==> config.mk <==
export PLATFORM = sky130hd
export DESIGN_NAME = multicycle_control_flat
export DESIGN_NICKNAME = d
export VERILOG_FILES = /design/src/rtl/multicycle_control_if.sv /design/src/rtl/multicycle_control.sv /design/src/flat_wrapper.sv
export SDC_FILE = /design/constraint.sdc
export NUM_CORES = 1
export LEC_CHECK = 0
export BUFFER_PORTS_ARGS = -buffer_cell sky130_fd_sc_hd__buf_2
export CORE_UTILIZATION = 50
export CTS_CLUSTER_SIZE = 14
export DETAILED_ROUTE_END_ITERATION = 12
export PLACE_DENSITY = 0.83
export RECOVER_POWER = 100
export SLEW_MARGIN = 0
export SYNTH_ARGS = -nofsm -noshare
export SYNTH_HDL_FRONTEND = slang
export SYNTH_SLANG_ARGS = --single-unit
==> constraint.sdc <==
create_clock -name clk_i -period 3.5 [get_ports clk_i]
set_input_delay 0.175 -clock clk_i [delete_from_list [all_inputs] [get_ports clk_i]]
set_output_delay 0.175 -clock clk_i [all_outputs]
set_load 0.01 [all_outputs]
==> src/rtl/multicycle_control_if.sv <==
// Bundle of memory handshakes and datapath control lines around the multi-cycle RV32I controller.
// The controller takes the master side; memories and datapath take the slave side.
interface multicycle_control_if;
  logic [31:0] imem_rdata;
  logic        imem_ack;
  logic        imem_req;
  logic        dmem_ack;
  logic        dmem_req;
  logic        dmem_we;
  logic [1:0]  dmem_size;
  logic        dmem_unsigned;
  logic        branch_taken;
  logic        wr_en;
  logic [4:0]  rd_idx;
  logic [4:0]  rs1_idx;
  logic [4:0]  rs2_idx;
  logic [31:0] imm_data;
  logic [3:0]  alu_op;
  logic        alu_a_sel;
  logic        alu_b_sel;
  logic [1:0]  reg_sel;
  logic [1:0]  pc_next_sel;
  logic        trap;

  modport master (
    input  imem_rdata, imem_ack, dmem_ack, branch_taken,
    output imem_req, dmem_req, dmem_we, dmem_size, dmem_unsigned,
           wr_en, rd_idx, rs1_idx, rs2_idx, imm_data, alu_op,
           alu_a_sel, alu_b_sel, reg_sel, pc_next_sel, trap
  );

  modport slave (
    output imem_rdata, imem_ack, dmem_ack, branch_taken,
    input  imem_req, dmem_req, dmem_we, dmem_size, dmem_unsigned,
           wr_en, rd_idx, rs1_idx, rs2_idx, imm_data, alu_op,
           alu_a_sel, alu_b_sel, reg_sel, pc_next_sel, trap
  );
endinterface

==> src/rtl/multicycle_control.sv <==
// Multi-cycle RV32I control FSM: fetches into an internal IR, decodes it, and sequences
// EXEC/MEM/WB while driving datapath selects and the req/ack memory handshakes.
module multicycle_control #(
  parameter int MEM_TIMEOUT = 16,
  parameter int HAS_FENCE   = 1
) (
  input logic                  clk_i,
  input logic                  rstn_i,
  multicycle_control_if.master bus
);

  typedef enum logic [2:0] {
    S_RST, S_FETCH, S_DECODE, S_EXEC, S_MEM, S_WB, S_TRAP
  } state_t;

  localparam logic [3:0] ALU_ADD = 4'd0,  ALU_SUB = 4'd1, ALU_LT  = 4'd2, ALU_LTU = 4'd3,
                         ALU_XOR = 4'd4,  ALU_OR  = 4'd5, ALU_AND = 4'd6, ALU_SLL = 4'd7,
                         ALU_SRL = 4'd8,  ALU_SRA = 4'd9, ALU_EQ  = 4'd10;

  localparam logic [6:0] OPC_LUI = 7'b0110111, OPC_AUIPC = 7'b0010111, OPC_JAL  = 7'b1101111,
                         OPC_JALR = 7'b1100111, OPC_BRANCH = 7'b1100011, OPC_LOAD = 7'b0000011,
                         OPC_STORE = 7'b0100011, OPC_OPIMM = 7'b0010011, OPC_OP = 7'b0110011,
                         OPC_MISC = 7'b0001111;

  localparam logic [1:0] REG_ALU = 2'd0, REG_MEM = 2'd1, REG_PC4 = 2'd2;
  localparam logic [1:0] PC_SAME = 2'd0, PC_INC = 2'd1, PC_ALU = 2'd2;
  localparam logic [31:0] NOP = 32'h0000_0013;

  localparam int CNT_W = (MEM_TIMEOUT > 1) ? $clog2(MEM_TIMEOUT) : 1;
  localparam logic [CNT_W-1:0] TO_LAST = (MEM_TIMEOUT > 0) ? CNT_W'(MEM_TIMEOUT - 1) : '0;

  state_t state, state_next;
  logic [31:0] ir;
  logic [CNT_W-1:0] wait_cnt;
  logic take_q;

  logic [6:0] opcode;
  logic [2:0] funct3;
  logic [6:0] funct7;
  logic [31:0] imm_i, imm_s, imm_b, imm_u, imm_j;

  logic legal, writes_rd, is_mem, is_store, is_branch, is_jump, rs1_zero;
  logic dec_a, dec_b;
  logic [3:0] dec_alu;
  logic [1:0] dec_reg;
  logic [31:0] dec_imm;
  logic waiting, timed_out, active;

  assign opcode = ir[6:0];
  assign funct3 = ir[14:12];
  assign funct7 = ir[31:25];
  assign imm_i  = {{20{ir[31]}}, ir[31:20]};
  assign imm_s  = {{20{ir[31]}}, ir[31:25], ir[11:7]};
  assign imm_b  = {{19{ir[31]}}, ir[31], ir[7], ir[30:25], ir[11:8], 1'b0};
  assign imm_u  = {ir[31:12], 12'b0};
  assign imm_j  = {{11{ir[31]}}, ir[31], ir[19:12], ir[20], ir[30:21], 1'b0};

  assign waiting   = ((state == S_FETCH) && !bus.imem_ack) || ((state == S_MEM) && !bus.dmem_ack);
  assign timed_out = (MEM_TIMEOUT != 0) && (wait_cnt == TO_LAST);
  assign active    = (state == S_DECODE) || (state == S_EXEC) || (state == S_MEM) || (state == S_WB);

  function automatic logic [3:0] alu_of(input logic [2:0] f3, input logic alt);
    case (f3)
      3'b000:  alu_of = alt ? ALU_SUB : ALU_ADD;
      3'b001:  alu_of = ALU_SLL;
      3'b010:  alu_of = ALU_LT;
      3'b011:  alu_of = ALU_LTU;
      3'b100:  alu_of = ALU_XOR;
      3'b101:  alu_of = alt ? ALU_SRA : ALU_SRL;
      3'b110:  alu_of = ALU_OR;
      default: alu_of = ALU_AND;
    endcase
  endfunction

  always_ff @(posedge clk_i or negedge rstn_i) begin
    if (!rstn_i) state <= S_RST;
    else         state <= state_next;
  end

  // IR capture, per-request wait counter and the branch decision taken in EXEC
  always_ff @(posedge clk_i or negedge rstn_i) begin
    if (!rstn_i) begin
      ir       <= NOP;
      wait_cnt <= '0;
      take_q   <= 1'b0;
    end else begin
      if ((state == S_FETCH) && bus.imem_ack) ir <= bus.imem_rdata;
      wait_cnt <= waiting ? wait_cnt + 1'b1 : '0;
      if (state == S_EXEC) take_q <= bus.branch_taken ^ funct3[0];
    end
  end

  always_comb begin
    state_next = state;
    case (state)
      S_RST:    state_next = S_FETCH;
      S_FETCH:  if (bus.imem_ack) state_next = S_DECODE;
                else if (timed_out) state_next = S_TRAP;
      S_DECODE: state_next = legal ? S_EXEC : S_TRAP;
      S_EXEC:   state_next = is_mem ? S_MEM : S_WB;
      S_MEM:    if (bus.dmem_ack) state_next = S_WB;
                else if (timed_out) state_next = S_TRAP;
      S_WB:     state_next = S_FETCH;
      S_TRAP:   state_next = S_TRAP;
      default:  state_next = S_RST;
    endcase
  end

  // Instruction decode from the latched IR only
  always_comb begin
    legal     = 1'b0;
    writes_rd = 1'b0;
    is_mem    = 1'b0;
    is_store  = 1'b0;
    is_branch = 1'b0;
    is_jump   = 1'b0;
    rs1_zero  = 1'b0;
    dec_a     = 1'b0;
    dec_b     = 1'b0;
    dec_alu   = ALU_ADD;
    dec_reg   = REG_ALU;
    dec_imm   = 32'd0;
    case (opcode)
      OPC_LUI: begin
        legal = 1'b1; writes_rd = 1'b1; dec_b = 1'b1; dec_imm = imm_u; rs1_zero = 1'b1;
      end
      OPC_AUIPC: begin
        legal = 1'b1; writes_rd = 1'b1; dec_a = 1'b1; dec_b = 1'b1; dec_imm = imm_u;
      end
      OPC_JAL: begin
        legal = 1'b1; writes_rd = 1'b1; is_jump = 1'b1; dec_a = 1'b1; dec_b = 1'b1;
        dec_imm = imm_j; dec_reg = REG_PC4;
      end
      OPC_JALR: begin
        legal = (funct3 == 3'b000); writes_rd = 1'b1; is_jump = 1'b1; dec_b = 1'b1;
        dec_imm = imm_i; dec_reg = REG_PC4;
      end
      OPC_BRANCH: begin
        legal = (funct3[2:1] != 2'b01); is_branch = 1'b1; dec_imm = imm_b;
        dec_alu = funct3[2] ? (funct3[1] ? ALU_LTU : ALU_LT) : ALU_EQ;
      end
      OPC_LOAD: begin
        legal = (funct3[1:0] != 2'b11) && !(funct3[2] && funct3[1]);
        writes_rd = 1'b1; is_mem = 1'b1; dec_b = 1'b1; dec_imm = imm_i; dec_reg = REG_MEM;
      end
      OPC_STORE: begin
        legal = !funct3[2] && (funct3[1:0] != 2'b11);
        is_mem = 1'b1; is_store = 1'b1; dec_b = 1'b1; dec_imm = imm_s;
      end
      OPC_OPIMM: begin
        case (funct3)
          3'b001:  legal = (funct7 == 7'h00);
          3'b101:  legal = (funct7 == 7'h00) || (funct7 == 7'h20);
          default: legal = 1'b1;
        endcase
        writes_rd = 1'b1; dec_b = 1'b1; dec_imm = imm_i;
        dec_alu = alu_of(funct3, (funct3 == 3'b101) && ir[30]);
      end
      OPC_OP: begin
        legal = (funct7 == 7'h00) ||
                ((funct7 == 7'h20) && ((funct3 == 3'b000) || (funct3 == 3'b101)));
        writes_rd = 1'b1; dec_alu = alu_of(funct3, ir[30]);
      end
      OPC_MISC: legal = (HAS_FENCE != 0) && (funct3[2:1] == 2'b00);
      default:  legal = 1'b0;
    endcase
  end

  always_comb begin
    bus.imem_req      = 1'b0;
    bus.dmem_req      = 1'b0;
    bus.dmem_we       = 1'b0;
    bus.dmem_size     = 2'd0;
    bus.dmem_unsigned = 1'b0;
    bus.wr_en         = 1'b0;
    bus.rd_idx        = 5'd0;
    bus.rs1_idx       = 5'd0;
    bus.rs2_idx       = 5'd0;
    bus.imm_data      = 32'd0;
    bus.alu_op        = ALU_ADD;
    bus.alu_a_sel     = 1'b0;
    bus.alu_b_sel     = 1'b0;
    bus.reg_sel       = REG_ALU;
    bus.pc_next_sel   = PC_SAME;
    bus.trap          = (state == S_TRAP);
    if (active) begin
      bus.rd_idx    = ir[11:7];
      bus.rs1_idx   = rs1_zero ? 5'd0 : ir[19:15];
      bus.rs2_idx   = ir[24:20];
      bus.imm_data  = dec_imm;
      bus.alu_op    = dec_alu;
      bus.alu_a_sel = dec_a;
      bus.alu_b_sel = dec_b;
      bus.reg_sel   = dec_reg;
    end
    if (state == S_FETCH) bus.imem_req = 1'b1;
    if (state == S_MEM) begin
      bus.dmem_req      = 1'b1;
      bus.dmem_we       = is_store;
      bus.dmem_size     = funct3[1:0];
      bus.dmem_unsigned = !is_store && funct3[2];
    end
    // In WB a branch reuses the ALU for the PC+imm target
    if (state == S_WB) begin
      bus.wr_en       = writes_rd && (ir[11:7] != 5'd0);
      bus.pc_next_sel = (is_jump || (is_branch && take_q)) ? PC_ALU : PC_INC;
      if (is_branch) begin
        bus.alu_op    = ALU_ADD;
        bus.alu_a_sel = 1'b1;
        bus.alu_b_sel = 1'b1;
      end
    end
  end

endmodule

==> src/flat_wrapper.sv <==
// flat-port wrapper written by rule: the top's interface ports become plain ports
module multicycle_control_flat 
#(
  parameter int MEM_TIMEOUT = 16,
  parameter int HAS_FENCE   = 1
)
  (clk_i, rstn_i, bus_imem_rdata, bus_imem_ack, bus_dmem_ack, bus_branch_taken, bus_imem_req, bus_dmem_req, bus_dmem_we, bus_dmem_size, bus_dmem_unsigned, bus_wr_en, bus_rd_idx, bus_rs1_idx, bus_rs2_idx, bus_imm_data, bus_alu_op, bus_alu_a_sel, bus_alu_b_sel, bus_reg_sel, bus_pc_next_sel, bus_trap);
  multicycle_control_if bus_i ();
  input logic clk_i;
  input logic rstn_i;
  input wire logic [$bits(bus_i.imem_rdata)-1:0] bus_imem_rdata;
  input wire logic [$bits(bus_i.imem_ack)-1:0] bus_imem_ack;
  input wire logic [$bits(bus_i.dmem_ack)-1:0] bus_dmem_ack;
  input wire logic [$bits(bus_i.branch_taken)-1:0] bus_branch_taken;
  output wire logic [$bits(bus_i.imem_req)-1:0] bus_imem_req;
  output wire logic [$bits(bus_i.dmem_req)-1:0] bus_dmem_req;
  output wire logic [$bits(bus_i.dmem_we)-1:0] bus_dmem_we;
  output wire logic [$bits(bus_i.dmem_size)-1:0] bus_dmem_size;
  output wire logic [$bits(bus_i.dmem_unsigned)-1:0] bus_dmem_unsigned;
  output wire logic [$bits(bus_i.wr_en)-1:0] bus_wr_en;
  output wire logic [$bits(bus_i.rd_idx)-1:0] bus_rd_idx;
  output wire logic [$bits(bus_i.rs1_idx)-1:0] bus_rs1_idx;
  output wire logic [$bits(bus_i.rs2_idx)-1:0] bus_rs2_idx;
  output wire logic [$bits(bus_i.imm_data)-1:0] bus_imm_data;
  output wire logic [$bits(bus_i.alu_op)-1:0] bus_alu_op;
  output wire logic [$bits(bus_i.alu_a_sel)-1:0] bus_alu_a_sel;
  output wire logic [$bits(bus_i.alu_b_sel)-1:0] bus_alu_b_sel;
  output wire logic [$bits(bus_i.reg_sel)-1:0] bus_reg_sel;
  output wire logic [$bits(bus_i.pc_next_sel)-1:0] bus_pc_next_sel;
  output wire logic [$bits(bus_i.trap)-1:0] bus_trap;
  assign bus_i.imem_rdata = bus_imem_rdata;
  assign bus_i.imem_ack = bus_imem_ack;
  assign bus_i.dmem_ack = bus_dmem_ack;
  assign bus_i.branch_taken = bus_branch_taken;
  assign bus_imem_req = bus_i.imem_req;
  assign bus_dmem_req = bus_i.dmem_req;
  assign bus_dmem_we = bus_i.dmem_we;
  assign bus_dmem_size = bus_i.dmem_size;
  assign bus_dmem_unsigned = bus_i.dmem_unsigned;
  assign bus_wr_en = bus_i.wr_en;
  assign bus_rd_idx = bus_i.rd_idx;
  assign bus_rs1_idx = bus_i.rs1_idx;
  assign bus_rs2_idx = bus_i.rs2_idx;
  assign bus_imm_data = bus_i.imm_data;
  assign bus_alu_op = bus_i.alu_op;
  assign bus_alu_a_sel = bus_i.alu_a_sel;
  assign bus_alu_b_sel = bus_i.alu_b_sel;
  assign bus_reg_sel = bus_i.reg_sel;
  assign bus_pc_next_sel = bus_i.pc_next_sel;
  assign bus_trap = bus_i.trap;
  multicycle_control #(.MEM_TIMEOUT(MEM_TIMEOUT), .HAS_FENCE(HAS_FENCE)) u_core (.clk_i(clk_i), .rstn_i(rstn_i), .bus(bus_i));
endmodule
---- Yosys cells after proc, flatten, opt, wreduce, memory -nomap -nowiden ----
Cells that the tools add are included.
storage, ports and cells
  output and inout port bits .............. 65
  register bits after elaboration ......... 40
  input bits .............................. 37
  word-level logic and storage cells ...... 121
cells by class
  add/sub/neg operators ................... 1
  equal/unequal tests ..................... 26
  mux-type cells .......................... 51
  bitwise gates (word level) .............. 1
  reduce and logical (&&, ||, !) cells .... 38
operator list
  kind                  number
  $pmux W32 S5          1
  $pmux W4 S7           2
  $mux W32              1
  $eq A7 B6 Y1 const B  4
  $mux W1               25
  $eq A7 B7 Y1 const B  3
  $mux W4               5
  $mux W5               4
  $eq A3 B3 Y1 const B  6
  $pmux W3 S6           1
  $eq A7 B5 Y1 const B  2
  $reduce_or A7 Y1      2
  $eq A3 B2 Y1 const B  4
  $mux W3               4
  $pmux W4 S3           1
  $logic_and A1 B1 Y1   11
  $reduce_or A2 Y1      5
  $logic_or A1 B1 Y1    8
  $mux W2               4
  $pmux W1 S8           1
  $eq A7 B2 Y1 const B  1
  $eq A7 B4 Y1 const B  1
  $logic_not A7 Y1      1
  $eq A3 B1 Y1 const B  2
  other kinds (12)      18

---- Depth between registers and ports, before layout ----
Gate-level depths: netlist of the first run.
  depth in word-level cells ............... 8
  depth in mapped cells ................... 7

---- Worst setup path after synthesis of the first run ----
OpenSTA, ideal clock, no wires.
  path kind ............................... flip-flop to output port
  start ................................... register u_core.ir[4]
  end ..................................... output port bus_imm_data[25]
  required time ........................... 3.325 ns
  cell stages (with the launch flop) ...... 7
  slack ................................... 1.687 ns
  data arrival time ....................... 1.638 ns
  cell sequence ........................... dfstp_2 -> clkbuf_1 -> nand2b_1 -> o31ai_4 -> and2_1 -> buf_4 -> a22o_1
on the way
  word-level cells in the longest chain between the ends .. 4
ends and longest elaborated chain
  element                                                                RTL line                   text
  start, declared                                                        multicycle_control.sv:33   logic [31:0] ir;
  start signal, assigned                                                 multicycle_control.sv:87   if ((state == S_FETCH) && bus.imem_ack) ir <= bus.imem_rdata;
  $eq A7 B7 Y1 (tied with other cells)                                   multicycle_control.sv:123  case (opcode)
  $reduce_or A3 Y1 (no line) / $reduce_or A2 Y1 (equally long branches)  -
  $pmux W32 S5 (*)                                                       multicycle_control.sv:123
  $mux W32 (*)                                                           multicycle_control.sv:186  if (active) begin
  end, declared                                                          flat_wrapper.sv:24         output wire logic [$bits(bus_i.imm_data)-1:0] bus_imm_data;
Mark *: on every way between the ends. The rest lies on a longest branch, timed or not.

---- Worst setup path after layout of the first run ----
  start ................................... register u_core.ir[2]
  end ..................................... output port bus_imm_data[30]
Same word-level chain as after synthesis.

==> run_results.csv, run 1 <==
group,metric,value,unit
outcome,status,"finished, violations left",
outcome,violations,"max-capacitance violations, max-slew violations",
sta,max_slew_margin,-0.440,
grt,grt_pass1_vias,2439,
detailed_routing,drt_iter0_drc,170,
synth,yosys_warnings,0,
place,place_congestion,0.957,
synth,synthFlopType,"dfrtp_1",
detailed_routing,firstDrtPassIters,5,
place,port_buffers,101,
clock_network,cts-root-buf,"clkbuf_8",
clock_network,htree_num_levels,2,
clock_network,cts.sinks,40,
synth,synthesis.area,0.00275,mm2
worst_setup_path,cp_top_family,"compound AO/OA/AOI/OAI gates",
grt,grt_start_max_net_pins,41,
synth,yosysMostFrequentCell,"dfrtp_1",
worst_setup_path,path_cells,"nor2_1 > a21oi_1 > o31ai_1 > and2_0 > a22o_1 > clkbuf_1",
worst_setup_path,critPathBufInv,1,
clock_network,cts_tree,"done",
clock_network,cts.path.max_buffers,2,
detailed_routing,vias,2656,
min_path,holdPathStages,3,
worst_setup_path,required,3.32,ns
worst_setup_path,path_max_fanout,15,
finish,antenna_cells,0,
floorplan,core.rowCount,26,
sta,clock.fmax,0.338,GHz
place,dp_hpwl,5.29,mm
finish,postLayoutCellArea,0.00322,mm2
worst_setup_path,cp_slowest_cell,"o31ai_1",
power,pwr_density_cell,829,mW/mm2
synth,netlist.area_leader.share,0.337,
sta,drv_slew,41,
synth,synthTopCellsByArea,"dfrtp_1 (34%), mux2_2 (12%), a21oi_1 (5.1%)",
sta,fin_crit_sh,0.846,
synth,synth_cell_types,53,
run,cap_violations,1,
worst_setup_path,r2r_cells,3,
worst_setup_path,max_stage_delay,0.74,ns
grt,grt_overflow,0,
finish,final_nets,431,
power,irDropWorstVdd,0.378,mV
floorplan,start_util,0.527,
clock_network,clkSlewWorstSetupHoldPaths,0.08,ns
detailed_routing,wl_per_cell,15.7,um
finish,fill_cells,502,
worst_setup_path,crit_type,"flop to output port",
finish,area_delta_synth_final,17.5,%
min_path,hold_class,"input pin to flop",
floorplan,die_y,76.1,um
synth,syn_nets,340,
synth,synth-edff-count,0,
clock_network,worstSkewPairLatency,0.29,ns
synth,synth_top_cell_by_area,"dfrtp_1",
detailed_routing,postRouteWirelength,7.29,mm
synth,synth_seq_cells,40,
worst_setup_path,cp-start-kind,"flop",
clock_network,ctsResizeCount,0,
floorplan,die_x,76.1,um
detailed_routing,drtAntennaViolNets,0,
detailed_routing,viasPerCell,5.72,
grt,grt_pass1_wl,12.1,mm
synth,netlist_instances,302,
synth,synthTopCellsByCount,"dfrtp_1 (37), nand2_1 (32), mux2_2 (29), a21oi_1 (28), nor2_1 (28)",
synth,syn_area_per_cell,9.09,um2
sta,finClkSkew,0.00446,ns
clock_network,numCtsBuffers,5,
sta,postLayoutSetupSlackWorst,0.540,ns
grt,grt.total_usage,0.260,
finish,fin_util,0.619,
floorplan,io_pins,102,
power,power.leakage,1.32,nW
worst_setup_path,endpoint_kind,"output port",
place,pre_cts_slack,1.18,ns
sta,hold_viol,0,
sta,worst_pin_slew,2.16,ns
clock_network,cts_hold_buf,0,
synth,seq_area_frac_synth,0.366,
finish,drive_above_1_share,0.251,
sta,setup_violations,0,
detailed_routing,drc,0,
worst_setup_path,cp.depth,6,
sta,finalSetupTns,0,ns
synth,async_reset_ff_frac,1.00,
place,place_area,0.00324,mm2
floorplan,core,0.00520,mm2
sta,rsz0062_at_grt,"no",
clock_network,postCtsSetupBuffers,0,
grt,antenna_found_initial,0,
floorplan,fp.dieArea,0.00579,mm2
worst_setup_path,crit_arrival,2.78,ns
sta,min_period,2.96,ns
## layout by cell type, fill, tap and decap left out, drive strengths merged, types with 2 or more instances in the layout
cell type | Yosys | routed
nor3 | 10 | 10
clkbuf | 7 | 57
a2111oi | 2 | 2
a22oi | 5 | 5
mux2 | 30 | 30
or3 | 2 | 2
a21oi | 28 | 28
nand3 | 7 | 7
o21ai | 17 | 17
xor2 | 3 | 3
a31oi | 2 | 2
or4 | 2 | 2
and2 | 18 | 18
buf | 12 | 52
o221ai | 2 | 2
dfrtp | 37 | 37
inv | 5 | 5
and3b | 2 | 2
nor2b | 6 | 6
nor2 | 28 | 28
xnor2 | 3 | 3
nand2 | 32 | 32
dfstp | 3 | 3
a31o | 2 | 2
nor4 | 2 | 2
and3 | 9 | 9
nand2b | 6 | 6
a22o | 7 | 7
a21o | 2 | 2
## metal layers
metal  share of wire  vias to the layer above  track usage
met5               0                        -            0
met4           0.015                        0       0.0769
met3           0.080                       10       0.0635
met2            0.47                      130        0.412
met1            0.43                     1259        0.354
li1                -                     1257            -
## tightest hold or removal path: stages
cell,delay [ns]
buf_2,0.08
nand2_1,0.04
o21ai_0,0.06
## kinds of logic (layout without fill, tap and decap cells)
kind of cell,Yosys count,count (layout),share of synthesized area
AO/OA/AOI/OAI,74,74,0.185
multiplexers,30,30,0.123
AND/OR/NAND/NOR,127,127,0.249
adder cells (fa/ha/maj),1,1,0.00456
XOR/XNOR,6,6,0.0260
buffers and inverters,24,116,0.0469
flip-flops,40,40,0.366
## stage by stage
| step | hold WS, ns | cells | power, W |
|---|---|---|---|
| 2_1_floorplan | -0.121 | 302 | 0.00198 |
| 3_3_place_gp | 0.338 | 456 | 0.00232 |
| 3_5_place_dp | 0.352 | 456 | 0.00236 |
| 4_1_cts | 0.0382 | 464 | 0.00274 |
| 5_1_grt | 0.0924 | 464 | 0.00287 |
| 6_report | 0.0882 | 464 | 0.00267 |
## power breakdown
part / total (W) / switching [W] / internal [W] / leakage [nW]
combinational: 0.00121 / 0.000648 / 0.000563 / 0.788
sequential: 0.00109 / 0.000398 / 0.000692 / 0.476
clock: 0.000373 / 0.000161 / 0.000212 / 0.0552
total: 0.00267 / 0.00121 / 0.00147 / 1.32
## sequential cells by signal, indices dropped and copies added (netlist names)
register         flops
u_core.ir           32
u_core.state         3
u_core.take_q        1
u_core.wait_cnt      4
## cell type report
| type | instances | area [um2] | share of cell area |
|---|---|---|---|
| tap | 70 | 87.6 | 0.0272 |
| timing repair buffer | 103 | 452 | 0.140 |
| clock buffer | 6 | 72.6 | 0.0225 |
| multi-input combinational | 238 | 1550 | 0.482 |
| clock inverter | 2 | 35.0 | 0.0109 |
| sequential | 40 | 1000 | 0.312 |
| inverter | 5 | 18.8 | 0.00582 |
## final timing paths
| kind | start | endpoint | slack (ns) |
|---|---|---|---|
| max | u_core.ir[2] | bus_imm_data[30] | 0.54 |
| min | bus_imem_rdata[31] | u_core.ir[31] | 0.09 |
| max reg2reg | u_core.state[1] | u_core.ir[11] | 1.03 |
| min reg2reg | u_core.wait_cnt[0] | u_core.wait_cnt[0] | 0.48 |
| max in group asynchronous | rstn_i | u_core.ir[17] | 1.76 |
| min in group asynchronous | rstn_i | u_core.wait_cnt[2] | 0.51 |
No activity file was read; power rests on OpenSTA's default activity.
==> run 2: changes to the inputs <==
==> constraint.sdc (replaced) <==
create_clock -name clk_i -period 2.92 [get_ports clk_i]
set_input_delay 0.146 -clock clk_i [delete_from_list [all_inputs] [get_ports clk_i]]
set_output_delay 0.146 -clock clk_i [all_outputs]
set_load 0.01 [all_outputs]
==> run_results.csv, run 2 (same netlist as run 1, synthesis figures left out) <==
group,metric,value,unit
sta,min_period,2.64,ns
detailed_routing,vias,2671,
power,pwr_density_cell,990,mW/mm2
clock_network,ctsResizeCount,0,
finish,area_delta_synth_final,18.2,%
finish,top_register,"u_core.ir",
outcome,violations,"max-capacitance violations, max-slew violations",
grt,grt_pass1_vias,2431,
finish,layout_common_cells,"buf_2 (53), clkbuf_1 (51), dfrtp_1 (37)",
sta,final.hold.worst_slack,0.0566,ns
sta,drv_slew,41,
run,cap_violations,1,
power,power,0.00321,W
worst_setup_path,crit_type,"flop to output port",
sta,finClkSkew,0.00430,ns
place,port_buffers,101,
sta,max_slew_margin,-0.438,
clock_network,cts.path.max_buffers,2,
clock_network,numCtsBuffers,5,
power,irDropWorstVdd,0.445,mV
floorplan,die_x,76.1,um
clock_network,cts.sinks,40,
floorplan,core.rowCount,26,
place,place_congestion,0.957,
finish,reg_top3,"u_core.ir: 32 flops, u_core.wait_cnt: 4 flops, u_core.state: 3 flops",
worst_setup_path,required,2.77,ns
outcome,status,"finished, violations left",
floorplan,fp.dieArea,0.00579,mm2
detailed_routing,postRouteWirelength,7.19,mm
worst_setup_path,cp-start-kind,"flop",
floorplan,die_y,76.1,um
worst_setup_path,endpoint_kind,"output port",
grt,grt_overflow,0,
floorplan,start_util,0.527,
detailed_routing,viasPerCell,5.76,
worst_setup_path,path_max_fanout,19,
sta,worst_pin_slew,2.16,ns
grt,grt_start_max_net_pins,41,
clock_network,cts_hold_buf,0,
clock_network,cts_tree,"done",
grt,antenna_found_initial,0,
detailed_routing,firstDrtPassIters,5,
finish,final_common_cell,"buf_2",
clock_network,worstSkewPairLatency,0.29,ns
finish,drive_above_1_share,0.261,
min_path,hold_class,"input pin to flop",
sta,setup_violations,0,
detailed_routing,drtAntennaViolNets,0,
sta,finalSetupTns,0,ns
clock_network,htree_num_levels,2,
finish,final_nets,431,
clock_network,clkSlewWorstSetupHoldPaths,0.08,ns
detailed_routing,wl_per_cell,15.5,um
detailed_routing,drt_iter0_drc,186,
sta,hold_viol,0,
grt,grt.total_usage,0.256,
sta,fin_crit_sh,0.904,
clock_network,postCtsSetupBuffers,0,
floorplan,io_pins,102,
power,power.leakage,1.32,nW
place,dp_hpwl,5.25,mm
worst_setup_path,crit_arrival,2.50,ns
finish,antenna_cells,0,
sta,clock.fmax,0.379,GHz
finish,largest_reg_flops,32,
grt,grt_pass1_wl,11.8,mm
finish,fill_cells,480,
sta,rsz0062_at_grt,"no",
clock_network,cts-root-buf,"clkbuf_8",
detailed_routing,drc,0,
floorplan,core,0.00520,mm2
==> run 2: final timing paths <==
kind | startpoint | end | slack (ns) | depth (start not counted)
max | u_core.state[1] | bus_imm_data[15] | 0.28 | 5
min | bus_imem_rdata[31] | u_core.ir[31] | 0.06 | 3
max reg2reg | u_core.ir[12] | u_core.state[2] | 0.47 | 5
min reg2reg | u_core.wait_cnt[0] | u_core.wait_cnt[0] | 0.48 | 1
max in group asynchronous | rstn_i | u_core.ir[10] | 1.21 | 1
min in group asynchronous | rstn_i | u_core.ir[5] | 0.48 | 1
==> run 2: metrics by stage <==
| stage | cells | area [um2] | util | setup slack [ns] |
|---|---|---|---|---|
| 3_3_place_gp | 456 | 3240 | 0.623 | 0.661 |
| 4_1_cts | 464 | 3350 | 0.644 | 0.289 |
| 3_5_place_dp | 456 | 3240 | 0.623 | 0.602 |
| 6_report | 464 | 3240 | 0.623 | 0.279 |
| 5_1_grt | 464 | 3240 | 0.623 | 0.0383 |
| 2_1_floorplan | 302 | 2750 | - | 1.14 |
==> run 2: cell type report <==
cell class	count	area, um2	share of cell area
timing repair buffer	103	453	0.140
clock buffer	6	72.6	0.0224
inverter	5	18.8	0.00578
multi-input combinational	238	1570	0.485
sequential	40	1000	0.310
clock inverter	2	35.0	0.0108
tap	70	87.6	0.0270
==> run 2: routing by layer <==
metal,part of all wire,GRT usage,vias up
met5,0,0,-
li1,-,-,1258
met3,0.086,0.0575,9
met2,0.48,0.413,134
met4,0.011,0.0712,0
met1,0.43,0.346,1270
==> run 2: report_power, final <==
group          switching, W  internal, W
Sequential         0.000469     0.000832
Clock              0.000195     0.000254
Combinational      0.000784     0.000679
Total               0.00145      0.00177
==> run 2: worst max-delay path, cell delays in order, from the launching register on <==
cell and delay (ns):
dfrtp_1 0.74, xor2_4 0.44, nand3_1 0.21, a21o_1 0.41
a21oi_1 0.24, clkbuf_1 0.18
